File: config.mk
export PLATFORM = sky130hd
export DESIGN_NAME = game_flow_ctrl
export DESIGN_NICKNAME = d
export VERILOG_FILES = /design/src/rtl/game_flow_ctrl.sv
export SDC_FILE = /design/constraint.sdc
export NUM_CORES = 1
export LEC_CHECK = 0
export ABC_AREA = 1
export BUFFER_PORTS_ARGS = -buffer_cell sky130_fd_sc_hd__buf_2
export CAP_MARGIN = 20
export CORE_ASPECT_RATIO = 2
export CORE_UTILIZATION = 57
export CTS_BUF_LIST = sky130_fd_sc_hd__clkbuf_8 sky130_fd_sc_hd__clkbuf_16
export CTS_CLUSTER_SIZE = 12
export DETAILED_ROUTE_END_ITERATION = 8
export PLACE_DENSITY = 0.8
export SLEW_MARGIN = 20
export SYNTH_ARGS = -nofsm -noshare
export SYNTH_HDL_FRONTEND = slang
export SYNTH_SLANG_ARGS = --single-unit
File: constraint.sdc
create_clock -name clk -period 3.1 [get_ports clk]
set_input_delay 0.62 -clock clk [delete_from_list [all_inputs] [get_ports clk]]
set_output_delay 0.62 -clock clk [all_outputs]
set_load 0.01 [all_outputs]
File: src/rtl/game_flow_ctrl.sv
// game_flow_ctrl
// Single-clock game-flow controller for the VGA arcade tops: start/pause/
// restart state machine, saturating BCD score counter, level selection from
// switches or score, and scroll clock-enable pulses for the sprite address
// generators (replacing divided clocks).
// Optional feature macro: HIGH_SCORE_EN adds the best_bcd high-score output.
module game_flow_ctrl #(
  parameter int DIGITS     = 3,
  parameter int NUM_LEVELS = 4,
  parameter int BASE_DIV   = 1048576,
  parameter int LEVEL_STEP = 2
) (
  input  logic                  clk,
  input  logic                  rst,
  input  logic                  start,
  input  logic                  pause,
  input  logic                  restart,
  input  logic                  collision,
  input  logic                  pipe_pass,
  input  logic [NUM_LEVELS-1:0] level_sw,
  output logic [1:0]            state,
  output logic                  scroll_tick,
  output logic [4*DIGITS-1:0]   score_bcd,
  output logic [NUM_LEVELS-1:0] level_therm,
`ifdef HIGH_SCORE_EN
  output logic [4*DIGITS-1:0]   best_bcd,
`endif
  output logic                  gameover
);

  // Level index width and divider counter width.
  localparam int IW = (NUM_LEVELS > 1) ? $clog2(NUM_LEVELS) : 1;
  localparam int CW = $clog2(BASE_DIV + 1);
  localparam logic [CW-1:0] BASE = CW'(BASE_DIV);

  typedef enum logic [1:0] {
    S_IDLE  = 2'd0,
    S_RUN   = 2'd1,
    S_PAUSE = 2'd2,
    S_OVER  = 2'd3
  } state_t;

  state_t                  r_state;
  logic                    r_gameover;
  logic                    r_tick;
  logic [CW-1:0]           r_cnt;
  logic [NUM_LEVELS-1:0]   r_therm;

  logic [4*DIGITS-1:0]     w_score;
  logic [DIGITS-1:0]       w_nine;
  logic [DIGITS-1:0]       w_carry;
  logic                    w_saturated;
  logic                    w_score_inc;
  logic                    w_run_stay;

  logic [3:0]              w_tens;
  logic [IW-1:0]           w_sw_idx;
  logic [IW-1:0]           w_auto_idx;
  logic [IW-1:0]           w_idx;
  logic [NUM_LEVELS-1:0]   w_therm;
  logic [CW-1:0]           w_period;
  logic [CW-1:0]           w_last;

  // A pipe pass only counts while running, and a collision in the same
  // cycle wins (the bird died clearing the pipe). Restart also suppresses it.
  assign w_score_inc = (r_state == S_RUN) && pipe_pass && !collision && !restart;

  // The divider only advances on edges where the game stays in RUN; any edge
  // that leaves RUN (pause, collision, restart) drops it back to zero.
  assign w_run_stay = (r_state == S_RUN) && !restart && !collision && !pause;

  // Game state machine with registered gameover flag.
  always_ff @(posedge clk) begin
    if (rst) begin
      r_state    <= S_IDLE;
      r_gameover <= 1'b0;
    end else if (restart) begin
      r_state    <= S_IDLE;
      r_gameover <= 1'b0;
    end else begin
      case (r_state)
        S_IDLE: begin
          if (start) r_state <= S_RUN;
        end
        S_RUN: begin
          if (collision) begin
            r_state    <= S_OVER;
            r_gameover <= 1'b1;
          end else if (pause) begin
            r_state <= S_PAUSE;
          end
        end
        S_PAUSE: begin
          if (pause || start) r_state <= S_RUN;
        end
        S_OVER: begin
          r_gameover <= 1'b1;
        end
        default: begin
          r_state    <= S_IDLE;
          r_gameover <= 1'b0;
        end
      endcase
    end
  end

  // Saturation: once every digit shows 9 the counter stops instead of
  // wrapping back to zero.
  assign w_saturated = &w_nine;
  assign w_carry[0]  = w_score_inc && !w_saturated;

  genvar gi;
  generate
    for (gi = 0; gi < DIGITS; gi++) begin : g_digit
      logic [3:0] r_digit;

      assign w_score[4*gi +: 4] = r_digit;
      assign w_nine[gi]         = (r_digit == 4'd9);

      if (gi < DIGITS - 1) begin : g_carry
        assign w_carry[gi+1] = w_carry[gi] && w_nine[gi];
      end

      // One BCD digit: wraps 9->0 when its incoming carry is set.
      always_ff @(posedge clk) begin
        if (rst || restart) begin
          r_digit <= 4'd0;
        end else if (w_carry[gi]) begin
          r_digit <= w_nine[gi] ? 4'd0 : r_digit + 4'd1;
        end
      end
    end
  endgenerate

  // Tens digit drives automatic levelling; a one-digit score has no tens.
  generate
    if (DIGITS >= 2) begin : g_tens
      assign w_tens = w_score[7:4];
    end else begin : g_no_tens
      assign w_tens = 4'd0;
    end
  endgenerate

  // Manual override: highest switch that is on selects the level.
  always_comb begin
    w_sw_idx = '0;
    for (int i = 0; i < NUM_LEVELS; i++) begin
      if (level_sw[i]) w_sw_idx = IW'(i);
    end
  end

  // Automatic level: ceil(tens / LEVEL_STEP), clamped to the top level.
  always_comb begin
    int lvl;
    lvl = (int'(w_tens) + LEVEL_STEP - 1) / LEVEL_STEP;
    if (lvl > NUM_LEVELS - 1) lvl = NUM_LEVELS - 1;
    w_auto_idx = IW'(lvl);
  end

  assign w_idx = (|level_sw) ? w_sw_idx : w_auto_idx;

  // Thermometer code: bits 0..idx lit.
  generate
    for (gi = 0; gi < NUM_LEVELS; gi++) begin : g_therm
      assign w_therm[gi] = (IW'(gi) <= w_idx);
    end
  endgenerate

  // Level LEDs, registered for a clean one-cycle-latency output.
  always_ff @(posedge clk) begin
    if (rst) begin
      r_therm <= NUM_LEVELS'(1);
    end else begin
      r_therm <= w_therm;
    end
  end

  // Each level halves the scroll period.
  assign w_period = BASE >> w_idx;
  assign w_last   = w_period - CW'(1);

  // Scroll divider. The >= compare handles a level increase that shortens
  // the period below the current count: tick at once and restart.
  always_ff @(posedge clk) begin
    if (rst) begin
      r_cnt  <= '0;
      r_tick <= 1'b0;
    end else if (w_run_stay) begin
      if (r_cnt >= w_last) begin
        r_cnt  <= '0;
        r_tick <= 1'b1;
      end else begin
        r_cnt  <= r_cnt + CW'(1);
        r_tick <= 1'b0;
      end
    end else begin
      r_cnt  <= '0;
      r_tick <= 1'b0;
    end
  end

`ifdef HIGH_SCORE_EN
  logic [4*DIGITS-1:0] r_best;
  logic                w_to_over;

  assign w_to_over = (r_state == S_RUN) && collision && !restart;

  // High score, captured on the RUN->OVER edge; only rst clears it. Digits
  // are packed most-significant first and each holds 0..9, so an unsigned
  // compare of the packed vector equals a digit-by-digit compare from the top.
  always_ff @(posedge clk) begin
    if (rst) begin
      r_best <= '0;
    end else if (w_to_over && (w_score > r_best)) begin
      r_best <= w_score;
    end
  end

  assign best_bcd = r_best;
`endif

  assign state       = r_state;
  assign gameover    = r_gameover;
  assign scroll_tick = r_tick;
  assign score_bcd   = w_score;
  assign level_therm = r_therm;

endmodule

; ---- After elaboration in Yosys (flattened, before gate mapping)
; Cells that the tools add are included.
[totals]
ff_bits = 41
latchBits = 0
ram_bits = 0
romBits = 0
in_bits = 11
output_inout_bits = 20
wordCells = 76
n_memories = 0
[classes]
n_addsub = 8
mul = 0
n_div = 0
order_cmp = 6
n_eq_ne = 10
shifts = 1
muxes = 16
n_bitwise = 2
reduce_logical = 25
[op_table]
columns = operator, count
row1 = 32-bit by 1-bit adder with 32-bit output, 1
row2 = 32-bit by 3-bit > comparator with 1-bit output (second input constant), 1
row3 = 21-bit by 1-bit adder with 21-bit output (second input constant), 1
row4 = 21-bit greater-or-equal comparator, 1
row5 = 21-bit by 2-bit >> shifter with 21-bit output (first input constant), 1
row6 = 21-bit by 1-bit subtractor with 21-bit output (second input constant), 1
row7 = 2-bit 2-to-1 mux, 8
row8 = 4-bit by 1-bit adder with 4-bit output (second input constant), 3
row9 = 4-bit equality test (second input constant), 3
row10 = 4-bit 2-to-1 mux, 3
row11 = 1-bit logical AND, 9
row12 = 2-bit != test (second input constant), 3
row13 = 2-bit case mux with 3 select lines, 1
row14 = 5-bit by 1-bit subtractor with 6-bit output (second input constant), 1
row15 = 4-bit by 2-bit adder with 5-bit output (second input constant), 1
row16 = 2-bit equality test (second input constant), 2
row17 = 1-bit by 2-bit less-or-equal comparator with 1-bit output (first input constant), 2
row18 = 2-bit less-or-equal comparator (first input constant), 2
row19 = 1-bit logical NOT, 4
row20 = 4-bit AND reduction, 1
row21 = 2-bit OR reduction, 2
row22 = 4-bit OR reduction, 1
row23 = 1-bit 2-to-1 mux, 3
row24 = 3-bit != test (second input constant), 1
row25 = other kinds (11), 12

; ---- Longest topological paths before layout
; Gate-level depths: netlist of the first run.
[logic_depth]
depth_word = 11
ltp_mapped = 17
mapped_depth_nobuf = 17

; ---- Worst setup path before layout of the first run
; No wires, ideal clock.
[synth_timing]
path_kind = register to register
startpoint = reg g_digit[1].r_digit[0]
endpoint = reg r_cnt[12]
setup_time_ns = 0.117
t_arrival_ns = 2.199
t_required_ns = 2.983
setup_slack_ns = 0.784
path_stages_with_launch = 17
n_path_buf = 1
synth_period_minus_slack_ns = 2.316
path_cell_list = dfxtp_1 -> ha_1 -> xnor2_1 -> nand3_1 -> nand2_1 -> nand2_1 -> nor2_1 -> inv_1 -> ha_1 -> nand2_1 -> nor2_1 -> nand2_1 -> nor2_1 -> nand2_1 -> nand4_4 -> buf_6 -> nor2_2
[synth_via]
elab_chain_len = 11
[synth_rtl]
columns = element, line
row1 = from (decl), 115  ; logic [3:0] r_digit;
row2 = from (signal assigned), 129  ; r_digit <= w_nine[gi] ? 4'd0 : r_digit + 4'd1;
row3 = 4-bit by 2-bit adder with 5-bit output *, 155  ; lvl = (int'(w_tens) + LEVEL_STEP - 1) / LEVEL_STEP;
row4 = 5-bit by 1-bit subtractor with 6-bit output *, 155
row5 = 1-bit bitwise AND (no source line), --
row6 = 32-bit by 1-bit adder with 32-bit output (no source line) *, --
row7 = 32-bit by 3-bit > comparator with 1-bit output, 156  ; if (lvl > NUM_LEVELS - 1) lvl = NUM_LEVELS - 1;
row8 = 2-bit 2-to-1 mux *, 156
row9 = 2-bit 2-to-1 mux *, 160  ; assign w_idx = (|level_sw) ? w_sw_idx : w_auto_idx;
row10 = 21-bit by 2-bit >> shifter with 21-bit output *, 179  ; assign w_period = BASE >> w_idx;
row11 = 21-bit by 1-bit subtractor with 21-bit output *, 180  ; assign w_last = w_period - CW'(1);
row12 = 21-bit greater-or-equal comparator *, 189  ; if (r_cnt >= w_last) begin
row13 = 3-bit OR reduction (no source line) *, --
row14 = to (signal assigned), 193  ; r_cnt <= r_cnt + CW'(1);
row15 = to (decl), 46  ; logic [CW-1:0] r_cnt;
; Mark *: on every way between the ends. The rest lies on a longest branch, timed or not.
; A chain may end at the register's enable or synchronous reset.

; ---- Worst setup path in the final report of the first run
[layout_timing]
startpoint = reg g_digit[1].r_digit[0]
endpoint = reg r_cnt[6]
; Same word-level chain as after synthesis.

==> results.md, run 1 <==
Power:
- Summed over all cells, the static leakage comes to 0.948 nW.
- The analysis attributes to net switching a power of 217 uW.
- Power spread over the standard cell area amounts to 396 nW/um^2.
- The switching share of power is 22.0%.
- The worst-case IR drop observed on VDD is 0.399 mV.
- The logic gate share of total power is 4.0%.
- The internal power contribution is 771 uW.
- The clock network burns 43.4% of the power.
- The relative contribution of sequential cells to total power is 52.6%.

Logic synthesis:
- The mean area per synthesized cell is 6.96 um^2.
- After synthesis, the share of flip-flops with an asynchronous set or reset is 0%.
- The fraction of the yosys area taken by sequential cells is 36.3%.
- The number of synthesized flops with an enable pin is 0.
- Yosys mapped the design onto 27 distinct sky130hd cell types.
- The synthesized netlist devotes 7.54% of its cell area to XOR and XNOR gates.
- The most frequent cell after synthesis is nand2_1.
- The count of yosys warnings during synthesis is 0.
- The mapped netlist covers 2210 um^2.
- The most area-hungry cell type in the Yosys netlist is dfxtp_1.
- The instance count of the mapped netlist is 317.
- Ranked by total cell area, the synthesized netlist is headed by dfxtp_1 (36%), nand2_1 (15%), nor2_1 (8.0%).
- After synthesis, the most frequently instantiated cells are nand2_1 (90), nor2_1 (47), dfxtp_1 (40), inv_1 (35).
- Measured against the total synthesized area, the mux share comes to 0%.
- The number of synthesized register bits is 40.
- Of the total synthesized cell area, the portion taken by AND, OR, NAND and NOR gates is 38.9%.
- The share of the synthesized area in compound gates (AO/OA/AOI/OAI) is 5.45%.
- By area, the combinational part of the netlist is dominated by simple AND/OR/NAND/NOR gates.
- The top cell type's share of synthesized area is 36.3%.
- The post-synthesis adder-cell area fraction is 3.97%.
- Among all flip-flop cells after synthesis, the most frequent one is dfxtp_1.

Drt:
- For this run, design rule violations remaining after detail routing come to 0.
- After detailed routing, the total wire length is 4730 um.
- The total iterations of the first detailed-routing run is 4.
- The number of DRC violations after detailed-routing iteration 0 is 34.
- Using the TritonRoute via totals, the vias-per-cell ratio works out to 5.06.
- In the final routed layout, each cell accounts on average for 11.8 um.
- In this run the remaining antenna-violating nets after routing total 0.
- The number of vias in the routed layout is 2025.

STA:
- The number of hold-slack violations in the final timing report is 0.
- Setup violations remaining at the end of the flow were counted as 0.
- Adding up every negative setup slack in the final design gives 0 ps.
- The clock period minus worst slack is 2570 ps.
- After layout, the worst path uses 82.9% of the clock period.
- The worst hold margin is 450 ps.
- The count of final max-slew check failures is 0.
- Setup repair after global routing left no endpoint under its margin.
- The post-route clock skew is 10.4 ps.
- The upper clock frequency limit is 389 MHz.

Layout:
- The synthesis-to-finish area growth is 13.0%.
- The layout filler cell count is 364.
- The antenna diode instance count is 0.
- The area occupied by multi-input gates is 1240 um^2.
- Registers take 801 um^2.
- The number of nets in the layout is 368.
- The share of final-layout standard cells stronger than drive strength 1 is 17.9%.
- At the end of the flow the core is filled with cells to 68.4%.
- The post-route cell area is 2490 um^2.

Place:
- The instance area at placement is 2380 um^2.
- The routability congestion estimate from global placement is 0.895.
- The HPWL after detailed placement is 3670 um.
- The count of port buffers added during placement is 29.

Setup path:
- For the worst setup path, the data required time is 3270 ps.
- The kind of critical path is flop to flop.
- The slack of the worst reg-to-reg path is 530 ps.
- The signal on the critical path passes through ha_1, xnor2_1, nand3_1, nand2_1, nand2_1, nor2_1, inv_1, ha_1, nand2_1, nor2_1, nand2_1, nor2_1, nand2_1, nand4_4, nor2_1.
- For the worst setup path, the data arrival time is 2740 ps.
- The worst setup path is captured at a flop.
- The cell type with the highest occurrence count on the critical path is nand2_1.
- The maximum fanout along the worst path is 21.
- For this design, the slowest cell found on the critical path is dfxtp_1.
- For this run, the slowest stage of the critical path takes 440 ps.
- The kind of start point of the critical path is a flop.

Global routing:
- The number of antenna violations at the first check in global routing is 0.
- The total global routing track utilization is 25.9%.
- The number of global-route vias before repair is 1933.
- The leftover overflow at the end of global routing is 0.
- The largest net degree at the start of global routing is 22.
- The first-pass GRT wire length is 8020 um.

Floorplanning:
- The effective utilization at floorplan is 60.5%.
- The number of cell rows is 31.
- The vertical die dimension is 90.0 um.
- The overall die area is 4140 um^2.
- 31 I/O pins were placed.
- The width of the die is 46.0 um.
- The floorplan step defined a core boundary enclosing 3650 um^2.

Clocking:
- The clock sink count is 40.
- Clock latency on the worst-skew pair, taken at its later pin, is 300 ps.
- Post-CTS repair changed the size of 0 cells.
- The buffer count from post-CTS setup fixing is 0.
- Buffers inserted during clock tree synthesis total 5.
- The buffer depth of the longest clock path is 2.
- The H-tree depth reported by CTS is 2.
- The cell sitting at the root of the clock tree is a clkbuf_8.
- TritonCTS built the clock tree.
- The clock transition at the registers of the reported paths is 80 ps.
- Hold repair after CTS inserted 0 buffers.

Run:
- Max-cap violations in this run came to 0.

Min path:
- The path category of the worst min-delay check is flop to flop.

Outcome:
- The run finished with clean final reports.
-- placed cells by master, fill, tap and decap left out --
cell type,count
ha_1,7
o21a_1,1
or2_4,1
xor2_1,9
nand4_4,1
xnor2_1,10
nor3_1,1
nand4_1,4
nand3_1,15
o21ai_0,5
nor2_1,47
buf_2,29
nor2_4,3
bufinv_16,1
dfxtp_1,40
a21oi_1,16
nor3b_2,1
clkinv_2,1
nor2_2,16
o21bai_1,1
clkinvlp_4,1
inv_1,35
nand3b_1,4
nand3_2,2
nand2_2,2
clkbuf_8,5
clkinv_1,1
conb_1,2
nand2_1,90
-- power groups by stage --
stage,sequential (mW),combinational [mW],clock [mW]
finish,0.520,0.0398,0.429
global placement,0.532,0.0390,0
global route,0.520,0.0453,0.457
CTS,0.520,0.0399,0.431
detailed placement,0.532,0.0398,0
floorplan,0.534,0.0228,0
-- final cells by class --
type                            instances  share of cell area [%]
Clock buffer                            5                    2.76
Clock inverter                          3                    1.71
Inverter                               36                    5.42
Multi-Input combinational cell        238                    49.7
Sequential cell                        40                    32.1
Tap cell                               49                    2.46
Timing Repair Buffer                   29                    5.82
-- registers in the layout, summed over array words and instances (netlist names) --
register,count
g_digit.r_digit,12
gameover,1
scroll_tick,1
state,2
level_therm,3
r_cnt,21
-- worst max-delay path: cells and delay by family, from the launching register on --
kind / cells / cell delay (ps)
AND/OR/NAND/NOR: 11 / 1300
flip-flops: 1 / 440
adder cells (fa/ha/maj): 2 / 480
buffers and inverters: 1 / 50
XOR/XNOR: 1 / 150
-- through the flow --
step	total power, mW	worst slack (ps)	instances
5_1_grt	1.02	242	400
3_5_place_dp	0.572	497	392
3_3_place_gp	0.571	617	392
6_report	0.988	531	400
4_1_cts	0.991	505	400
2_1_floorplan	0.557	784	318
-- routing by layer --
layer  vias to the layer above  part of all wire (%)  track usage [%]
met2                        29                    60             48.5
met1                       940                    34             23.5
met3                        15                   2.0             4.42
li1                       1041                     -                -
met5                         -                     0                0
met4                         0                   3.8             13.5
-- final timing paths --
check / start / end / cells after the start
worst max-delay path: g_digit[1].r_digit[0] / r_cnt[6] / 15
worst min-delay path: gameover / gameover / 2
worst max register to register: g_digit[1].r_digit[0] / r_cnt[6] / 15
worst min register to register: gameover / gameover / 2
-- cell families (layout without fill, tap and decap cells) --
| family | Yosys count | count (layout) |
|---|---|---|
| buffers and inverters | 40 | 73 |
| and+or+nand+nor | 187 | 187 |
| DFF | 40 | 40 |
| adders and majority gates | 7 | 7 |
| xor gates and xnor gates | 19 | 19 |
| other | 1 | 2 |
| AOI/OAI and AO/OA | 23 | 23 |
Power figures use the tool's default switching activity.
==> run 2: changes to the inputs <==
- ABC_AREA: 1 -> 0
- CORE_UTILIZATION: 57 -> 51
- PLACE_DENSITY: 0.8 -> 0.76
- clock period: 3.1 -> 2.2 ns (I/O delays scaled with it)
==> run 2 against run 1 <==
Hold slack worse by 94 ps. Critical path type unchanged. Wire length rose by 2.4%. Clock skew up 2.6 ps. Worst setup slack got worse by 920 ps. Count of clock-buffer cells in the layout grew 1. Final cell count down 14%. The flow now finishes with violations (negative setup slack). Sequential power increased by 40%. Fmax down 0.62%. Non-clock buffer count increased by 16. Critical endpoint is now r_cnt[18]. Combinational power up 81%. Register-to-register slack got worse by 920 ps.
==> results.md, run 2 <==
Global routing:
- The total global routing track utilization is 22.1%.
- The number of global-route vias before repair came to 1745.
- The leftover overflow at the end of global routing is 0.
- The first global-routing pass estimated 7050 um of wire.
- The number of antenna violations at the first check in global routing was 0.
- Entering global routing, the biggest net connects 16 pins.

Place:
- The sum of net half-perimeters after detailed placement is 3380 um.
- The count of port buffers added during placement is 29.
- Routability-driven placement finished with a final weighted congestion of 0.795.
- Summing all placed instances gives a cell area of 2400 um^2.

Drt:
- The number of DRC violations after detailed routing is 0.
- The first detailed-routing pass took 4 iterations.
- The per-cell via count in the routed design is 5.52.
- In this run, the number of DRC markers left after iteration 0 of detailed routing was 18.
- The antenna violation net count after detailed routing is 0.
- Summing over every cut layer, the via total after detailed routing is 1895.
- The final routed wirelength across all metal layers is 4840 um.
- After detailed routing, the average wire length per cell comes to 14.1 um.

Setup path:
- The kind of critical path is flop to flop.
- In this run the worst path has a maximum fanout of 4.
- The data required time of the worst path is 2420 ps.
- The slowest library cell on the worst path is dfxtp_4.
- On the worst path, the slowest cell contributes a delay of 380 ps.
- The kind of start point of the critical path is a flop.
- Data arrives at the worst endpoint at 2810 ps.
- The worst setup path is captured at a flop.
- Walking the worst path, the cells encountered are inv_1, ha_1, nand4bb_1, nor2_1, a21oi_2, a31oi_2, nor2_1, ha_1, nand4_1, a2111oi_4, buf_4, nand2b_4, or3b_1, a21oi_1.

Logic synthesis:
- Ranked by instance count, the synthesized netlist is headed by dfxtp_1 (40), nor2_1 (35), nand2_1 (19), nand3_1 (17), a21oi_1 (15).
- The largest total area in the synthesized netlist belongs to dfxtp_1.
- The most used flip-flop cell after synthesis is dfxtp_1.
- Of the synthesized area, sequential elements account for 38.5%.
- Sorting the synthesized cells by area gives the leading types as dfxtp_1 (39%), nor2_1 (6.3%), xor2_1 (5.5%).
- Synthesis instantiated 51 different standard cells from the library.
- Synthesis inferred 40 register bits.
- In this run the cell area of the synthesized design comes to 2080 um^2.
- The instance count of the mapped netlist is 243.
- In the synthesized netlist the async set-or-reset flop fraction comes to 0%.
- The mean area per synthesized cell is 8.56 um^2.
- The Yosys step of the flow raised 0 warnings.
- The top cell type's share of synthesized area is 38.5%.
- The most frequent cell after synthesis is dfxtp_1.
- In this run, synthesis inferred 0 flip-flops with an integrated enable.

Outcome:
- The flow ran to the end, but the final reports show violations.
- The final reports fail on negative setup slack.

STA:
- For the pin with the worst max-slew slack, the measured transition is 504 ps.
- The relative slew slack is 66.2%.
- The worst setup slack after layout is -385 ps.
- The clock period minus worst slack is 2590 ps.
- The post-route clock skew is 13.0 ps.
- The portion of the clock cycle consumed by the worst path in the final layout is 118%.
- The setup-violating endpoint count in the final report is 22.
- Static timing analysis puts the maximum clock frequency at 387 MHz.
- The count of final max-slew check failures is 0.
- Setup repair after global routing could not meet its margin everywhere.
- The number of hold-slack violations in the final timing report was 0.
- The final-layout setup total negative slack is -7540 ps.

Floorplanning:
- Measured along the y axis, the die boundary spans 92.3 um.
- The floorplan step defined a die boundary enclosing 4350 um^2.
- In this run the standard cell core region covers 3880 um^2.
- The width of the die is 47.2 um.
- The initial utilization of the core area, before any placement, comes to 53.5%.
- During I/O placement, the number of pins put on the boundary was 31.
- In this run the core area contains 32 standard-cell rows.

Power:
- The analysis attributes to cell leakage a power of 0.989 nW.
- The worst voltage drop across the vdd grid is 1.03 mV.
- Power spread over the standard cell area amounts to 598 nW/um^2.

Layout:
- The number of nets in the layout is 309.
- The post-route netlist has 29.1% of its cells at a drive strength greater than 1.
- The most common cell after layout, fill and taps aside is dfxtp_1.
- Fill cells in the final layout number 337.
- The synthesis-to-finish area growth is 27.8%.
- The register containing the most flip-flops in the final layout is r_cnt.
- 0 antenna diodes ended up in the layout.
- The number of flip-flops in the largest register is 21.
- The post-route cell area is 2660 um^2.
- In the layout the commonest cells are dfxtp_1 (38), nor2_1 (33), buf_2 (29).

Clocking:
- In this run the number of H-tree levels came out at 2.
- The buffer depth of the longest clock path is 2.
- In this run, post-CTS hold repair placed 0 buffers.
- The clock transition at the registers of the reported paths is 80 ps.
- The clock buffer count from CTS is 5.
- TritonCTS built the clock tree.
- CTS saw 40 sinks.
- Clock latency on the worst-skew pair, taken at its later pin, is 300 ps.
- The root cell of the clock tree is clkbuf_8.

Min path:
- The path category of the worst min-delay check is primary input to flop.

Run:
- Across the run, the number of max-cap violations was 0.
run 2: worst max-delay path: cells and delay by family (launching register included):
family	cells	cell delay [ps]
adder cells (fa/ha/maj)	2	570
AO/OA/AOI/OAI	4	420
AND/OR/NAND/NOR	6	930
flip-flops	1	380
buffers and inverters	2	200
run 2: area by class of cell:
class / count / area, um^2 / area share [%]
Tap cell: 51 / 63.8 / 2.40
Inverter: 11 / 41.3 / 1.55
Timing Repair Buffer: 45 / 265 / 9.98
Clock buffer: 6 / 93.8 / 3.53
Sequential cell: 40 / 808 / 30.4
Clock inverter: 2 / 60.1 / 2.26
Multi-Input combinational cell: 188 / 1330 / 49.9
run 2: kinds of logic (layout without fill, tap and decap cells):
family | after synthesis | in the layout | synth area share, %
DFF | 40 | 40 | 38.5
xor gates and xnor gates | 19 | 19 | 8.00
and+or+nand+nor | 115 | 116 | 31.9
buffers and inverters | 17 | 64 | 3.55
adders and majority gates | 7 | 7 | 4.21
other | 1 | 2 | 0.180
AOI/OAI and AO/OA | 44 | 44 | 13.7
run 2: power breakdown:
group / leakage (nW) / internal, mW / switching [mW]
clock: 0.0765 / 0.522 / 0.267
combinational: 0.588 / 0.0314 / 0.0407
sequential: 0.325 / 0.726 / 0.00294
run 2: per-stage QoR:
step / setup slack [ps] / hold slack (ps) / util [%] / std cells / power [mW]
6_report: -385 / 356 / 68.4 / 343 / 1.59
3_5_place_dp: -394 / 440 / 61.8 / 332 / 0.813
3_3_place_gp: -314 / 434 / 61.8 / 332 / 0.812
2_1_floorplan: -319 / 425 / - / 244 / 0.781
5_1_grt: -514 / 352 / 68.4 / 343 / 1.63
4_1_cts: -332 / 350 / 66.0 / 340 / 1.59
run 2: routing by layer:
layer	track usage, %	share of wire [%]	routed length [um]	vias to the layer above
li1	-	-	-	951
met1	19.4	37	1790	911
met2	42.4	59	2880	26
met3	4.48	1.9	90	7
met4	10.2	1.6	76	0
met5	0	0	0	-
run 2: worst paths after layout:
path | slack (ps) | depth (start not counted) | start | endpoint
worst min-delay path | 360 | 2 | rst | level_therm[2]
worst max-delay path | -390 | 14 | g_digit[1].r_digit[1] | r_cnt[18]
worst max register to register | -390 | 14 | g_digit[1].r_digit[1] | r_cnt[18]
worst min register to register | 450 | 2 | gameover | gameover
run 2: timing repair:
item,CTS,global route
setup endpoints to repair,22,22
gates cloned,0,1
setup buffers,0,2
pin swaps,3,11
gates resized for setup,4,12
